**src/rtl/ctrl_pkg.sv**
```systemverilog
// Shared types for the control-register AXI-lite initiator: FSM state encoding and
// AXI response codes. Also provides default AXI-lite widths when the build does not.
`ifndef AXI_ADDR_WIDTH
`define AXI_ADDR_WIDTH 32
`endif
`ifndef AXI_DATA_WIDTH
`define AXI_DATA_WIDTH 32
`endif
`ifndef AXI_WSTRB_WIDTH
`define AXI_WSTRB_WIDTH 4
`endif

package ctrl_pkg;

  typedef enum logic [2:0] {
    StIdle   = 3'd0,
    StWrReq  = 3'd1,
    StWrResp = 3'd2,
    StRdReq  = 3'd3,
    StRdResp = 3'd4,
    StRsp    = 3'd5
  } state_e;

  localparam logic [1:0] RESP_OKAY   = 2'b00;
  localparam logic [1:0] RESP_SLVERR = 2'b10;

endpackage

```
**src/rtl/if_axi_light.sv**
```systemverilog
// AXI-lite bundle (no IDs, single outstanding) with master/slave views.
`ifndef AXI_ADDR_WIDTH
`define AXI_ADDR_WIDTH 32
`endif
`ifndef AXI_DATA_WIDTH
`define AXI_DATA_WIDTH 32
`endif
`ifndef AXI_WSTRB_WIDTH
`define AXI_WSTRB_WIDTH 4
`endif

interface if_axi_light;
  logic [`AXI_ADDR_WIDTH-1:0]  awaddr;
  logic [2:0]                  awprot;
  logic                        awvalid;
  logic                        awready;
  logic [`AXI_DATA_WIDTH-1:0]  wdata;
  logic [`AXI_WSTRB_WIDTH-1:0] wstrb;
  logic                        wvalid;
  logic                        wready;
  logic [1:0]                  bresp;
  logic                        bvalid;
  logic                        bready;
  logic [`AXI_ADDR_WIDTH-1:0]  araddr;
  logic [2:0]                  arprot;
  logic                        arvalid;
  logic                        arready;
  logic [`AXI_DATA_WIDTH-1:0]  rdata;
  logic [1:0]                  rresp;
  logic                        rvalid;
  logic                        rready;

  modport master (
    output awaddr, awprot, awvalid, wdata, wstrb, wvalid, bready,
    output araddr, arprot, arvalid, rready,
    input  awready, wready, bresp, bvalid, arready, rdata, rresp, rvalid
  );

  modport slave (
    input  awaddr, awprot, awvalid, wdata, wstrb, wvalid, bready,
    input  araddr, arprot, arvalid, rready,
    output awready, wready, bresp, bvalid, arready, rdata, rresp, rvalid
  );
endinterface

```
**src/rtl/ctrl_timeout_cnt.sv**
```systemverilog
// Response-wait watchdog: counts cycles spent waiting for B/R and flags the last
// allowed cycle. Only instantiated when CTRL_INITIATOR_TIMEOUT_EN is defined.
module ctrl_timeout_cnt #(
  parameter int unsigned Limit = 1024
) (
  input  logic clk,
  input  logic res_n,
  input  logic clr,
  input  logic en,
  output logic expired
);

  logic [15:0] cnt_q;

  // Cycle counter, cleared on entry to a response wait.
  always_ff @(posedge clk) begin
    if (!res_n) begin
      cnt_q <= '0;
    end else if (clr) begin
      cnt_q <= '0;
    end else if (en) begin
      cnt_q <= cnt_q + 16'd1;
    end
  end

  // High during the Limit-th waiting cycle, so the wait lasts exactly Limit cycles.
  assign expired = en && (cnt_q == 16'(Limit - 1));

endmodule

```
**src/rtl/ctrl_initiator.sv**
```systemverilog
// Single-outstanding AXI-lite initiator for control-register accesses.
// Accepts one command, runs the AW/W/B or AR/R exchange, then holds the response
// until consumed. Define CTRL_INITIATOR_TIMEOUT_EN to bound B/R waits by
// TIMEOUT_CYCLES (timed-out responses report SLVERR with rsp_timeout set).
module ctrl_initiator
  import ctrl_pkg::*;
#(
  parameter int unsigned TIMEOUT_CYCLES = 1024
) (
  input  logic                        clk,
  input  logic                        res_n,
  if_axi_light.master                 m_axi,
  input  logic                        cmd_valid,
  output logic                        cmd_ready,
  input  logic                        cmd_write,
  input  logic [`AXI_ADDR_WIDTH-1:0]  cmd_addr,
  input  logic [`AXI_DATA_WIDTH-1:0]  cmd_wdata,
  input  logic [`AXI_WSTRB_WIDTH-1:0] cmd_wstrb,
  input  logic [2:0]                  cmd_prot,
  output logic                        rsp_valid,
  input  logic                        rsp_ready,
  output logic [`AXI_DATA_WIDTH-1:0]  rsp_rdata,
  output logic [1:0]                  rsp_resp,
  output logic                        rsp_timeout,
  output logic                        busy
);

  if (TIMEOUT_CYCLES < 1 || TIMEOUT_CYCLES > 65535) begin : g_bad_timeout
    $error("ctrl_initiator: TIMEOUT_CYCLES must be in 1..65535");
  end

  state_e                        state_q, state_d;
  logic                          aw_done_q, aw_done_d;
  logic                          w_done_q, w_done_d;
  logic [`AXI_ADDR_WIDTH-1:0]    addr_q, addr_d;
  logic [`AXI_DATA_WIDTH-1:0]    wdata_q, wdata_d;
  logic [`AXI_WSTRB_WIDTH-1:0]   wstrb_q, wstrb_d;
  logic [2:0]                    prot_q, prot_d;
  logic [`AXI_DATA_WIDTH-1:0]    rdata_q, rdata_d;
  logic [1:0]                    resp_q, resp_d;
  logic                          aw_hs, w_hs, ar_hs, b_hs, r_hs;
  logic                          resp_expired;

`ifdef CTRL_INITIATOR_TIMEOUT_EN
  logic timeout_q, timeout_d;
  logic cnt_clr, cnt_en;

  assign cnt_en  = (state_q == StWrResp) || (state_q == StRdResp);
  assign cnt_clr = ((state_d == StWrResp) || (state_d == StRdResp)) && !cnt_en;

  ctrl_timeout_cnt #(
    .Limit(TIMEOUT_CYCLES)
  ) u_timeout_cnt (
    .clk    (clk),
    .res_n  (res_n),
    .clr    (cnt_clr),
    .en     (cnt_en),
    .expired(resp_expired)
  );

  assign rsp_timeout = timeout_q;
`else
  assign resp_expired = 1'b0;
  assign rsp_timeout  = 1'b0;
`endif

  // AXI drive: valids/readies decoded from state; payload from the latched command.
  assign m_axi.awvalid = (state_q == StWrReq) && !aw_done_q;
  assign m_axi.awaddr  = addr_q;
  assign m_axi.awprot  = prot_q;
  assign m_axi.wvalid  = (state_q == StWrReq) && !w_done_q;
  assign m_axi.wdata   = wdata_q;
  assign m_axi.wstrb   = wstrb_q;
  assign m_axi.bready  = (state_q == StWrResp) && !resp_expired;
  assign m_axi.arvalid = (state_q == StRdReq);
  assign m_axi.araddr  = addr_q;
  assign m_axi.arprot  = prot_q;
  assign m_axi.rready  = (state_q == StRdResp) && !resp_expired;

  assign aw_hs = m_axi.awvalid && m_axi.awready;
  assign w_hs  = m_axi.wvalid && m_axi.wready;
  assign ar_hs = m_axi.arvalid && m_axi.arready;
  assign b_hs  = m_axi.bvalid && m_axi.bready;
  assign r_hs  = m_axi.rvalid && m_axi.rready;

  // Command side is gated by res_n so nothing is offered while reset is asserted.
  assign cmd_ready = res_n && (state_q == StIdle);
  assign rsp_valid = (state_q == StRsp);
  assign rsp_rdata = rdata_q;
  assign rsp_resp  = resp_q;
  assign busy      = (state_q != StIdle);

  // Next-state and capture logic.
  always_comb begin
    state_d   = state_q;
    aw_done_d = aw_done_q;
    w_done_d  = w_done_q;
    addr_d    = addr_q;
    wdata_d   = wdata_q;
    wstrb_d   = wstrb_q;
    prot_d    = prot_q;
    rdata_d   = rdata_q;
    resp_d    = resp_q;
`ifdef CTRL_INITIATOR_TIMEOUT_EN
    timeout_d = timeout_q;
`endif
    case (state_q)
      StIdle: begin
        if (cmd_valid) begin
          addr_d    = cmd_addr;
          wdata_d   = cmd_wdata;
          wstrb_d   = cmd_wstrb;
          prot_d    = cmd_prot;
          aw_done_d = 1'b0;
          w_done_d  = 1'b0;
          state_d   = cmd_write ? StWrReq : StRdReq;
        end
      end
      StWrReq: begin
        if (aw_hs) aw_done_d = 1'b1;
        if (w_hs)  w_done_d  = 1'b1;
        // AW and W complete independently; leave once both have gone.
        if ((aw_done_q || aw_hs) && (w_done_q || w_hs)) state_d = StWrResp;
      end
      StWrResp: begin
        if (resp_expired) begin
          resp_d    = RESP_SLVERR;
          rdata_d   = '0;
`ifdef CTRL_INITIATOR_TIMEOUT_EN
          timeout_d = 1'b1;
`endif
          state_d   = StRsp;
        end else if (b_hs) begin
          resp_d    = m_axi.bresp;
          rdata_d   = '0;
`ifdef CTRL_INITIATOR_TIMEOUT_EN
          timeout_d = 1'b0;
`endif
          state_d   = StRsp;
        end
      end
      StRdReq: begin
        if (ar_hs) state_d = StRdResp;
      end
      StRdResp: begin
        if (resp_expired) begin
          resp_d    = RESP_SLVERR;
          rdata_d   = '0;
`ifdef CTRL_INITIATOR_TIMEOUT_EN
          timeout_d = 1'b1;
`endif
          state_d   = StRsp;
        end else if (r_hs) begin
          resp_d    = m_axi.rresp;
          rdata_d   = m_axi.rdata;
`ifdef CTRL_INITIATOR_TIMEOUT_EN
          timeout_d = 1'b0;
`endif
          state_d   = StRsp;
        end
      end
      StRsp: begin
        if (rsp_ready) state_d = StIdle;
      end
      default: state_d = StIdle;
    endcase
  end

  // State and datapath registers with synchronous active-low reset.
  always_ff @(posedge clk) begin
    if (!res_n) begin
      state_q   <= StIdle;
      aw_done_q <= 1'b0;
      w_done_q  <= 1'b0;
      addr_q    <= '0;
      wdata_q   <= '0;
      wstrb_q   <= '0;
      prot_q    <= '0;
      rdata_q   <= '0;
      resp_q    <= RESP_OKAY;
`ifdef CTRL_INITIATOR_TIMEOUT_EN
      timeout_q <= 1'b0;
`endif
    end else begin
      state_q   <= state_d;
      aw_done_q <= aw_done_d;
      w_done_q  <= w_done_d;
      addr_q    <= addr_d;
      wdata_q   <= wdata_d;
      wstrb_q   <= wstrb_d;
      prot_q    <= prot_d;
      rdata_q   <= rdata_d;
      resp_q    <= resp_d;
`ifdef CTRL_INITIATOR_TIMEOUT_EN
      timeout_q <= timeout_d;
`endif
    end
  end

endmodule

```
**src/flat_wrapper.sv**
```systemverilog
// flat-port wrapper written by rule: the top's interface ports become plain ports
module ctrl_initiator_flat import ctrl_pkg::*;
#(
  parameter int unsigned TIMEOUT_CYCLES = 1024
)
  (clk, res_n, cmd_valid, cmd_ready, cmd_write, cmd_addr, cmd_wdata, cmd_wstrb, cmd_prot, rsp_valid, rsp_ready, rsp_rdata, rsp_resp, rsp_timeout, busy, m_axi_awaddr, m_axi_awprot, m_axi_awvalid, m_axi_wdata, m_axi_wstrb, m_axi_wvalid, m_axi_bready, m_axi_araddr, m_axi_arprot, m_axi_arvalid, m_axi_rready, m_axi_awready, m_axi_wready, m_axi_bresp, m_axi_bvalid, m_axi_arready, m_axi_rdata, m_axi_rresp, m_axi_rvalid);
  if_axi_light m_axi_i ();
  input  logic clk;
  input  logic res_n;
  input  logic cmd_valid;
  output logic cmd_ready;
  input  logic cmd_write;
  input  logic [`AXI_ADDR_WIDTH-1:0] cmd_addr;
  input  logic [`AXI_DATA_WIDTH-1:0] cmd_wdata;
  input  logic [`AXI_WSTRB_WIDTH-1:0] cmd_wstrb;
  input  logic [2:0] cmd_prot;
  output logic rsp_valid;
  input  logic rsp_ready;
  output logic [`AXI_DATA_WIDTH-1:0] rsp_rdata;
  output logic [1:0] rsp_resp;
  output logic rsp_timeout;
  output logic busy;
  output wire logic [$bits(m_axi_i.awaddr)-1:0] m_axi_awaddr;
  output wire logic [$bits(m_axi_i.awprot)-1:0] m_axi_awprot;
  output wire logic [$bits(m_axi_i.awvalid)-1:0] m_axi_awvalid;
  output wire logic [$bits(m_axi_i.wdata)-1:0] m_axi_wdata;
  output wire logic [$bits(m_axi_i.wstrb)-1:0] m_axi_wstrb;
  output wire logic [$bits(m_axi_i.wvalid)-1:0] m_axi_wvalid;
  output wire logic [$bits(m_axi_i.bready)-1:0] m_axi_bready;
  output wire logic [$bits(m_axi_i.araddr)-1:0] m_axi_araddr;
  output wire logic [$bits(m_axi_i.arprot)-1:0] m_axi_arprot;
  output wire logic [$bits(m_axi_i.arvalid)-1:0] m_axi_arvalid;
  output wire logic [$bits(m_axi_i.rready)-1:0] m_axi_rready;
  input wire logic [$bits(m_axi_i.awready)-1:0] m_axi_awready;
  input wire logic [$bits(m_axi_i.wready)-1:0] m_axi_wready;
  input wire logic [$bits(m_axi_i.bresp)-1:0] m_axi_bresp;
  input wire logic [$bits(m_axi_i.bvalid)-1:0] m_axi_bvalid;
  input wire logic [$bits(m_axi_i.arready)-1:0] m_axi_arready;
  input wire logic [$bits(m_axi_i.rdata)-1:0] m_axi_rdata;
  input wire logic [$bits(m_axi_i.rresp)-1:0] m_axi_rresp;
  input wire logic [$bits(m_axi_i.rvalid)-1:0] m_axi_rvalid;
  assign m_axi_awaddr = m_axi_i.awaddr;
  assign m_axi_awprot = m_axi_i.awprot;
  assign m_axi_awvalid = m_axi_i.awvalid;
  assign m_axi_wdata = m_axi_i.wdata;
  assign m_axi_wstrb = m_axi_i.wstrb;
  assign m_axi_wvalid = m_axi_i.wvalid;
  assign m_axi_bready = m_axi_i.bready;
  assign m_axi_araddr = m_axi_i.araddr;
  assign m_axi_arprot = m_axi_i.arprot;
  assign m_axi_arvalid = m_axi_i.arvalid;
  assign m_axi_rready = m_axi_i.rready;
  assign m_axi_i.awready = m_axi_awready;
  assign m_axi_i.wready = m_axi_wready;
  assign m_axi_i.bresp = m_axi_bresp;
  assign m_axi_i.bvalid = m_axi_bvalid;
  assign m_axi_i.arready = m_axi_arready;
  assign m_axi_i.rdata = m_axi_rdata;
  assign m_axi_i.rresp = m_axi_rresp;
  assign m_axi_i.rvalid = m_axi_rvalid;
  ctrl_initiator #(.TIMEOUT_CYCLES(TIMEOUT_CYCLES)) u_core (.clk(clk), .res_n(res_n), .m_axi(m_axi_i), .cmd_valid(cmd_valid), .cmd_ready(cmd_ready), .cmd_write(cmd_write), .cmd_addr(cmd_addr), .cmd_wdata(cmd_wdata), .cmd_wstrb(cmd_wstrb), .cmd_prot(cmd_prot), .rsp_valid(rsp_valid), .rsp_ready(rsp_ready), .rsp_rdata(rsp_rdata), .rsp_resp(rsp_resp), .rsp_timeout(rsp_timeout), .busy(busy));
endmodule
```
**config.mk**
```make
export PLATFORM = sky130hd
export DESIGN_NAME = ctrl_initiator_flat
export DESIGN_NICKNAME = d
export VERILOG_FILES = /design/src/rtl/ctrl_pkg.sv /design/src/rtl/if_axi_light.sv /design/src/rtl/ctrl_timeout_cnt.sv /design/src/rtl/ctrl_initiator.sv /design/src/flat_wrapper.sv
export SDC_FILE = /design/constraint.sdc
export NUM_CORES = 1
export LEC_CHECK = 0
export ABC_AREA = 1
export BUFFER_PORTS_ARGS = -buffer_cell sky130_fd_sc_hd__buf_4
export CAP_MARGIN = 15
export CORE_MARGIN = 3
export CORE_UTILIZATION = 47
export CTS_CLUSTER_SIZE = 8
export DETAILED_ROUTE_END_ITERATION = 6
export GPL_ROUTABILITY_DRIVEN = 0
export HOLD_SLACK_MARGIN = 0.05
export PLACE_DENSITY = 0.86
export SLEW_MARGIN = 10
export SYNTH_ARGS = -nofsm -noshare
export SYNTH_HDL_FRONTEND = slang
export SYNTH_SLANG_ARGS = --single-unit
```
**constraint.sdc**
```tcl
create_clock -name clk -period 3.1 [get_ports clk]
set_clock_uncertainty 0.05 [all_clocks]
set_input_delay 0.465 -clock clk [delete_from_list [all_inputs] [get_ports clk]]
set_output_delay 0.465 -clock clk [all_outputs]
set_load 0.1 [all_outputs]
```
==> metrics.md <==
| Metric | Value |
|---|---|
| Vias | `4367` |
| Htree depth | `3` |
| Total congestion overflow | `0` |
| Drt pass-1 iters | `5` |
| Post-CTS Hold Fix Bufs | `0` |
| TritonCTS Buffers | `9` |
| Die height | `103 um` |
| Synth warn | `0` |
| VDD IR max | `~0.72 mV` |
| Final hold slack | `between 300 and 400 ps` |
| Setup violation total in the final timing report | `0` |
| Largest net degree at the start of global routing | `107` |
| Clock buffer depth | `2` |
| Arr. time, crit path | `1610 ps` |
| Critical path class | `reg -> out` |
| Share of layout cells above drive strength 1 | `38.2%` |
| Filler cells | `just over 700` |
| GRT Util Overall | `between 20 and 25%` |
| Number of global-route vias before repair | `~4000` |
| Final Non-Filler Cells | `between 800 and 900` |
| Worst slew pin tran | `1070 ps` |
| CTS tree | `yes` |
| Nets | `899` |
| Startpoint Class | `register` |
| Post-DR wirelength/cell | `14.3 um` |
| Fin. Hold Viols | `0` |
| Clock latency on the worst-skew pair | `360 ps` |
| # DRC | `0` |
| Fmax | `around 470 MHz` |
| Ant diodes | `0` |
| Synthesized flop and latch total | `110` |
| RSZ-0062 raised after global routing | `false` |
| Vias/cell | `4.88` |
| First-pass GRT wire length | `18.8 mm` |
| Setup bufs post-CTS | `0` |
| Register clock-pin slew on the reported worst setup and hold paths | `roughly 110 ps` |
| CTS Sinks | `110` |
| Initial antenna violation count | `0` |
| Std cell rows | `34` |
| Worst hold path class | `in -> reg` |
| Hpwl dp | `9.44 mm` |
| Worst Path Max Fanout | `6` |
| Die area | `0.0106 mm^2` |
| Fin crit share | `68.4%` |
| Post-CTS sizing | `0` |
| Ports | `266` |
| Area grow syn2layout | `41.8%` |
| Synth cell types | `22` |
| Synthesized area | `0.00441 mm^2` |
| Starting Density | `49.4%` |
| Final ANT Viol Nets | `0` |
| Rel. slew slack | `28.6%` |
| Seq/Total Area, Yosys | `49.9%` |
| Most used DFF post-synth | `dfxtp_1` |
| Critical Path Sink Type | `output pin` |
| Total power | `0.00689 W` |
| CP required | `approximately 2600 ps` |
| Final Critical Period | `2120 ps` |
| Die width | `103 um` |
| Setup ws final | `979 ps` |
| Placed cell count | `a little under 900` |
| Setup TNS | `0 ps` |
| Async S/R FF share, synth | `0%` |
| Core area | `slightly below 0.009 mm^2` |
| Max Cap Viol | `0` |
| WL final | `12.8 mm` |
| Status | `finished clean` |
| Power Density | `1100 mW/mm^2` |
| Syn_area_per_cell | `7.71 um^2` |
| Number of synthesized flops with an enable pin | `0` |
| Port Buf Inserts | `264` |
| Max-slew violation count | `0` |
| Mapped Nets | `689` |
| Post-Synthesis Cells | `around 570` |
| Place WS | `1290 ps` |
| Lkg Pwr | `2.92 nW` |
| DRT iter0 DRCs | `163` |
| Clock root cell | `clkbuf_8` |
## placed cells by master, fill, tap and decap left out, drive strengths merged
cell / instances
clkinvlp: 1
a21oi: 108
clkbuf: 9
nand2: 232
nand3: 10
buf: 267
clkinv: 5
conb: 1
inv: 17
nand3b: 2
o21ai: 4
dfxtp: 110
nor2: 21
## report_power, final
| part | internal (W) | switching, W | total, W | leakage (nW) |
|---|---|---|---|---|
| Combinational | 0.000824 | 0.00341 | 0.00423 | 1.93 |
| Sequential | 0.00167 | 0.000180 | 0.00185 | 0.897 |
| Clock | 0.000304 | 0.000507 | 0.000812 | 0.0917 |
## area by class of cell
cell class                      instances  area [um^2]  share of cell area (%)
Timing Repair Buffer                  267         2020                    32.3
Clock inverter                          7         58.8                   0.941
Inverter                               16         63.8                    1.02
Tap cell                              108          135                    2.16
Sequential cell                       110         2200                    35.2
Clock buffer                            9          124                    1.98
Multi-Input combinational cell        378         1650                    26.4
## critical path, stage by stage (launching register included)
cell     delay [ps]
dfxtp_1         410
nor2_4          210
nand2_2         170
inv_1           140
buf_4           300
## worst paths after layout
path                                    startpoint                       to  slack (ps)  cells past startpoint
worst min register to register  u_core.rsp_resp[1]       u_core.rsp_resp[1]         420                      2
worst max-delay path             u_core.state_q[0]             m_axi_rready         980                      4
worst min-delay path                  cmd_addr[19]  u_core.m_axi.araddr[19]         300                      3
worst max register to register   u_core.state_q[2]  u_core.m_axi.araddr[10]        1280                      5
## cells by family (layout without fill, tap and decap cells)
group / Yosys count / count (layout) / share of synthesized area [%]
buffers and inverters: 84 / 299 / 12.8
flip-flops: 110 / 110 / 49.9
AND/OR/NAND/NOR: 265 / 265 / 24.5
other: 1 / 1 / 0.0850
AO/OA/AOI/OAI: 112 / 112 / 12.7
## layer usage
metal	GRT usage, %	share of wire (%)
met2	41.4	54
met1	25.2	36
met4	8.07	2.6
met3	4.94	7.6
met5	0	0
## flip-flops by register name (all words and copies together) (netlist names)
name and flops:
u_core.aw_done_q 1, u_core.m_axi.araddr 32, u_core.m_axi.arprot 3, u_core.m_axi.wdata 32
u_core.m_axi.wstrb 4, u_core.rsp_rdata 32, u_core.rsp_resp 2, u_core.state_q 3
u_core.w_done_q 1
## metrics by stage
stage	utilization, %	instance area, um^2
floorplan	-	4410
global placement	67.9	6070
detailed placement	67.9	6070
CTS	70.0	6250
global route	70.0	6250
finish	70.0	6250
## synth_stat cells, types with 4 or more instances
master	number	area share, %
buf_6	13	3.3
o21ai_0	4	0.45
dfxtp_1	110	50
a21oi_1	108	12
inv_2	5	0.43
clkbuf_1	11	0.94
nand2_1	228	19
nor2_1	18	1.5
nand3_1	8	0.91
buf_2	7	0.79
inv_1	10	0.85
buf_4	37	6.3
No activity file was read; power rests on OpenSTA's default activity.
